[config.mk]
export PLATFORM = sky130hd
export DESIGN_NAME = reimu_bullet_pool
export DESIGN_NICKNAME = d
export VERILOG_FILES = /design/src/rtl/reimu_bullet_pool_pkg.sv /design/src/rtl/reimu_bullet_slot.sv /design/src/rtl/reimu_bullet_pool.sv
export SDC_FILE = /design/constraint.sdc
export NUM_CORES = 1
export LEC_CHECK = 0
export ABC_CLOCK_PERIOD_IN_PS = 8700
export BUFFER_PORTS_ARGS = -buffer_cell sky130_fd_sc_hd__buf_2
export CAP_MARGIN = 40
export CORE_UTILIZATION = 60
export CTS_CLUSTER_DIAMETER = 50
export CTS_CLUSTER_SIZE = 30
export DETAILED_ROUTE_END_ITERATION = 10
export PLACE_DENSITY = 0.85
export SLEW_MARGIN = 20
export SYNTH_ARGS = -nofsm -noshare
export SYNTH_HDL_FRONTEND = slang
export SYNTH_SLANG_ARGS = --single-unit
[constraint.sdc]
create_clock -name clk_22 -period 8.7 [get_ports clk_22]
set_input_delay 0.435 -clock clk_22 [delete_from_list [all_inputs] [get_ports clk_22]]
set_output_delay 0.435 -clock clk_22 [all_outputs]
set_load 0.005 [all_outputs]
[src/rtl/reimu_bullet_pool_pkg.sv]
// Shared defaults and the per-slot action encoding for the player shot engine.
package reimu_bullet_pool_pkg;

  localparam int N_BULLETS_MAX   = 8;
  localparam int DEF_N_BULLETS   = 4;
  localparam int DEF_COORD_W     = 10;
  localparam int DEF_FIRE_PERIOD = 16;
  localparam int DEF_ZONE1_Y     = 120;
  localparam int DEF_ZONE2_Y     = 240;
  localparam int DEF_SPD_TOP     = 1;
  localparam int DEF_SPD_MID     = 4;
  localparam int DEF_SPD_LOW     = 5;
  localparam int DEF_HIT_HW      = 15;
  localparam int DEF_HIT_HH      = 18;

  typedef enum logic [2:0] {
    SLOT_IDLE,
    SLOT_SPAWN,
    SLOT_HIT,
    SLOT_RETIRE,
    SLOT_MOVE
  } slot_act_t;

endpackage

[src/rtl/reimu_bullet_slot.sv]
// One bullet slot: position/active state, zone speed select and target box compare.
module reimu_bullet_slot
  import reimu_bullet_pool_pkg::*;
#(
  parameter int COORD_W = DEF_COORD_W,
  parameter int ZONE1_Y = DEF_ZONE1_Y,
  parameter int ZONE2_Y = DEF_ZONE2_Y,
  parameter int SPD_TOP = DEF_SPD_TOP,
  parameter int SPD_MID = DEF_SPD_MID,
  parameter int SPD_LOW = DEF_SPD_LOW,
  parameter int HIT_HW  = DEF_HIT_HW,
  parameter int HIT_HH  = DEF_HIT_HH
) (
  input  logic               clk_22,
  input  logic               rst_n,
  input  logic               spawn,
  input  logic [COORD_W-1:0] spawn_x,
  input  logic [COORD_W-1:0] spawn_y,
  input  logic [COORD_W-1:0] targetx,
  input  logic [COORD_W-1:0] targety,
  input  logic               target_alive,
  output logic [COORD_W-1:0] x,
  output logic [COORD_W-1:0] y,
  output logic               active,
  output logic               hit
);

  logic [COORD_W-1:0] x_reg, y_reg, x_next, y_next, spd;
  logic               active_reg, active_next, hit_reg, hit_next;
  logic signed [COORD_W:0] dx, dy, adx, ady;
  logic               in_box;
  slot_act_t          act;

  // One extra sign bit keeps far-apart coordinates from aliasing into the box.
  always_comb begin
    dx  = $signed({1'b0, x_reg}) - $signed({1'b0, targetx});
    dy  = $signed({1'b0, y_reg}) - $signed({1'b0, targety});
    adx = (dx < 0) ? -dx : dx;
    ady = (dy < 0) ? -dy : dy;
    in_box = target_alive
           && (adx <= $signed((COORD_W+1)'(HIT_HW)))
           && (ady <= $signed((COORD_W+1)'(HIT_HH)));
  end

  always_comb begin
    if (y_reg <= COORD_W'(ZONE1_Y))      spd = COORD_W'(SPD_TOP);
    else if (y_reg <= COORD_W'(ZONE2_Y)) spd = COORD_W'(SPD_MID);
    else                                 spd = COORD_W'(SPD_LOW);
  end

  always_comb begin
    act = SLOT_IDLE;
    if (active_reg) begin
      if (in_box)            act = SLOT_HIT;
      else if (y_reg <= spd) act = SLOT_RETIRE;
      else                   act = SLOT_MOVE;
    end else if (spawn) begin
      act = SLOT_SPAWN;
    end
  end

  always_comb begin
    x_next      = x_reg;
    y_next      = y_reg;
    active_next = active_reg;
    hit_next    = 1'b0;
    case (act)
      SLOT_SPAWN: begin
        x_next      = spawn_x;
        y_next      = spawn_y;
        active_next = 1'b1;
      end
      SLOT_HIT: begin
        active_next = 1'b0;
        hit_next    = 1'b1;
      end
      SLOT_RETIRE: active_next = 1'b0;
      SLOT_MOVE:   y_next = y_reg - spd;
      default: ;
    endcase
  end

  always_ff @(posedge clk_22 or negedge rst_n) begin
    if (!rst_n) begin
      x_reg      <= '0;
      y_reg      <= '0;
      active_reg <= 1'b0;
      hit_reg    <= 1'b0;
    end else begin
      x_reg      <= x_next;
      y_reg      <= y_next;
      active_reg <= active_next;
      hit_reg    <= hit_next;
    end
  end

  assign x      = x_reg;
  assign y      = y_reg;
  assign active = active_reg;
  assign hit    = hit_reg;

endmodule

[src/rtl/reimu_bullet_pool.sv]
// Player shot engine: fire cooldown, lowest-free-slot allocation and N bullet slots.
module reimu_bullet_pool
  import reimu_bullet_pool_pkg::*;
#(
  parameter int N_BULLETS   = DEF_N_BULLETS,
  parameter int COORD_W     = DEF_COORD_W,
  parameter int FIRE_PERIOD = DEF_FIRE_PERIOD,
  parameter int ZONE1_Y     = DEF_ZONE1_Y,
  parameter int ZONE2_Y     = DEF_ZONE2_Y,
  parameter int SPD_TOP     = DEF_SPD_TOP,
  parameter int SPD_MID     = DEF_SPD_MID,
  parameter int SPD_LOW     = DEF_SPD_LOW,
  parameter int HIT_HW      = DEF_HIT_HW,
  parameter int HIT_HH      = DEF_HIT_HH
) (
  input  logic                         clk_22,
  input  logic                         rst_n,
  input  logic                         fire_en,
  input  logic [COORD_W-1:0]           reimux,
  input  logic [COORD_W-1:0]           reimuy,
  input  logic [COORD_W-1:0]           targetx,
  input  logic [COORD_W-1:0]           targety,
  input  logic                         target_alive,
  output logic [N_BULLETS*COORD_W-1:0] bullet_x,
  output logic [N_BULLETS*COORD_W-1:0] bullet_y,
  output logic [N_BULLETS-1:0]         bullet_active,
  output logic [N_BULLETS-1:0]         hit_mask
);

  localparam int CD_W = $clog2(FIRE_PERIOD + 1);

  logic [CD_W-1:0]      cd_reg, cd_next;
  logic [N_BULLETS-1:0] free, lowest_free, spawn_vec, active_w, hit_w;
  logic                 can_fire;

  // Slots freed during this cycle still read as busy until the next one.
  assign free        = ~active_w;
  assign lowest_free = free & (~free + N_BULLETS'(1));
  assign can_fire    = (cd_reg == '0) && fire_en && (|free);
  assign spawn_vec   = can_fire ? lowest_free : '0;

  always_comb begin
    cd_next = cd_reg;
    if (cd_reg != '0)  cd_next = cd_reg - CD_W'(1);
    else if (can_fire) cd_next = CD_W'(FIRE_PERIOD - 1);
  end

  always_ff @(posedge clk_22 or negedge rst_n) begin
    if (!rst_n) cd_reg <= '0;
    else        cd_reg <= cd_next;
  end

  generate
    for (genvar gi = 0; gi < N_BULLETS; gi++) begin : g_slot
      reimu_bullet_slot #(
        .COORD_W(COORD_W), .ZONE1_Y(ZONE1_Y), .ZONE2_Y(ZONE2_Y),
        .SPD_TOP(SPD_TOP), .SPD_MID(SPD_MID), .SPD_LOW(SPD_LOW),
        .HIT_HW(HIT_HW),   .HIT_HH(HIT_HH)
      ) u_slot (
        .clk_22      (clk_22),
        .rst_n       (rst_n),
        .spawn       (spawn_vec[gi]),
        .spawn_x     (reimux),
        .spawn_y     (reimuy),
        .targetx     (targetx),
        .targety     (targety),
        .target_alive(target_alive),
        .x           (bullet_x[gi*COORD_W +: COORD_W]),
        .y           (bullet_y[gi*COORD_W +: COORD_W]),
        .active      (active_w[gi]),
        .hit         (hit_w[gi])
      );
    end
  endgenerate

  assign bullet_active = active_w;
  assign hit_mask      = hit_w;

endmodule

==> reports/metrics.yaml <==
gp_congestion: 0.959
cap_viol_max_count: 0
pin_count: 132
ctsResizeCount: 0
synth_edf_count: 0
yosys.area.top_type: "dfrtp_1"
root_buffer: "clkbuf_16"
yosysSeqAreaShare_pct: 23.4
synth.distinct_cells: 77
timing.slew.headroom_pct: 40.4
hp-class: "in2async"
routed_wl_um: 29500
antenna_found_initial: 0
drcViolationCount: 0
cts_sinks: 93
num_rows: 46
netlist_instances: 1238
cts_tree: "built"
min_period_ns: 5.11
max_freq_ghz: 0.196
vias_per_cell: 6.57
crit_type: "reg2reg"
area.growth.synth_to_final_pct: 11.6
cp.required_ns: 8.99
worstPathMaxFanout: 13
grt_pass1_vias: 9550
finClkSkew_ns: 0.0126
fin_util_pct: 69.4
grt_usage_pct: 35.3
post_cts_buffers: 0
synth_top_area_share_pct: 23.4
stdcell_area_um2: 11100
startpoint_type: "register"
synth_most_common_cell: "nand2_1"
finalSetupViolations: 0
core_um2: 16000
avgSynthCellArea_um2: 8.03
clkLatencyLatePin_ns: 0.37
max_slew.worst_pin.slew_ns: 0.893
final_antenna_net_count: 0
die_w_um: 131
drive_above_1_share_pct: 14.6
dpl.hpwl_um: 22300
ys_top_cells_by_count: "163 x nand2_1, 97 x ha_1, 93 x dfrtp_1"
initialDrtViolationCount: 917
synth_seq_cells: 93
cts-hold-fix-buffers: 0
wl_per_cell_um: 18.6
firstDrtPassIters: 7
critical_path_arrival_ns: 5.41
clock_path_buffers: 2
grt_start_max_net_pins: 50
yosysWarnings: 0
period_share_pct: 58.8
fp.dieH_um: 131
outcome: "finished clean"
p_leak_nw: 5.39
die_area_um2: 17100
rsz0062_at_grt: "no"
clkTransAtPathRegs_ns: 0.08
hold_viol_final: 0
cts_buffers: 9
port_buffers: 131
fin_nets: 1509
grt_pass1_wl_um: 46700
ir_drop_mv: 0.196
p_per_area_nw_per_um2: 341
async_flop_share_pct: 100
htree_levels: 3
synthesis.nets: 1387
yosys-top-cells-area: "dfrtp_1 23%, ha_1 12%, nand2_1 6.2%"
end_kind: "register"
vias: 10390
overflow: 0
start_util_pct: 62.1
n_fill_cell: 1356
postPlaceCellArea_um2: 10800
synth-main-ff-cell: "dfrtp_1"
slew_viol_final: 0
setup-tns-final_ns: 0
synthesis.area_um2: 9940
==> report_power, final <==
part,internal [mW],leakage (nW),total [mW],switching [mW]
sequential,0.582,1.16,0.843,0.260
combinational,1.09,4.08,2.53,1.44
clock,0.205,0.149,0.409,0.204
==> worst paths after layout <==
path	slack (ns)	cells past startpoint	to	start
max in group asynchronous	7.56	2	g_slot[3].u_slot.y[7]	rst_n
worst min register to register	0.49	1	cd_reg[4]	cd_reg[4]
worst max register to register	3.59	16	g_slot[2].u_slot.y[6]	g_slot[2].u_slot.x[0]
worst max-delay path	3.59	16	g_slot[2].u_slot.y[6]	g_slot[2].u_slot.x[0]
worst min-delay path	0.05	1	g_slot[1].u_slot.y[1]	rst_n
min in group clk_22	0.33	3	g_slot[0].u_slot.x[6]	reimux[6]
==> logic make-up after synthesis <==
family	count (synthesis)	share of synthesized area (%)
adder cells (fa/ha/maj)	105	13.8
flip-flops	93	23.4
XOR/XNOR	45	3.96
AND/OR/NAND/NOR	513	26.2
AO/OA/AOI/OAI	346	24.9
multiplexers	30	3.21
buffers and inverters	106	4.51
==> stage by stage <==
step                setup WS, ns  std cells  hold slack, ns  total power, mW
finish                      3.59       1582          0.0527             3.79
global placement            3.73       1563           0.464             3.21
detailed placement          3.64       1565           0.473             3.29
CTS                         3.69       1581          0.0884             3.73
floorplan                   4.63       1238           0.139             2.67
global route                3.32       1581           0.103             4.12
==> cell usage in the layout (no fill, tap or decap), drive strengths merged, types with 7 or more instances in the layout <==
| cell type | instances |
|---|---|
| nand2 | 163 |
| buf | 140 |
| ha | 97 |
| dfrtp | 93 |
| inv | 82 |
| nor2 | 73 |
| a21oi | 61 |
| o21ai | 59 |
| nor3 | 54 |
| nor2b | 33 |
| nand3 | 29 |
| xnor2 | 23 |
| and3 | 22 |
| xor2 | 22 |
| or3 | 21 |
| a211oi | 21 |
| a21o | 19 |
| o21a | 18 |
| nor4 | 17 |
| nand2b | 16 |
| nand4 | 15 |
| a31oi | 15 |
| o211ai | 15 |
| mux2i | 15 |
| mux2 | 15 |
| a221o | 15 |
| or2 | 15 |
| nor3b | 12 |
| and2 | 11 |
| o22ai | 11 |
| o31ai | 10 |
| a211o | 10 |
| o21bai | 9 |
| clkbuf | 9 |
| or4 | 8 |
| fa | 8 |
| o221ai | 7 |
==> metal layers <==
| metal | up-vias | GRT usage [%] | share of wire (%) |
|---|---|---|---|
| li1 | 4902 | - | - |
| met1 | 4902 | 46.0 | 41 |
| met2 | 489 | 56.6 | 46 |
| met3 | 97 | 7.04 | 9.2 |
| met4 | 0 | 15.8 | 3.5 |
| met5 | - | 0 | 0 |
==> layout make-up <==
class | instances | area [µm²] | share of cell area [%]
clock inverters | 7 | 76.3 | 0.688
diodes | 1 | 2.50 | 0.0225
multi-input cells | 1039 | 7180 | 64.7
well taps | 216 | 270 | 2.44
flip-flops and latches | 93 | 2330 | 21.0
clock buffers | 9 | 225 | 2.03
inverters | 77 | 289 | 2.60
repair buffers | 140 | 726 | 6.54
==> critical path: stages, from the launching register on <==
cell and delay, ns:
dfrtp_1 0.39, inv_1 0.11, ha_1 0.20, inv_1 0.06, fa_1 0.40, a21o_1 0.21
a221oi_1 0.30, xor2_1 0.25, o21ai_1 0.16, or3_1 0.40, a211o_1 0.30, a32o_1 0.21
a211oi_1 0.49, o211a_1 0.25, nand3b_1 0.40, nor2b_1 0.65, a221o_1 0.28
Power figures use the tool's default switching activity.
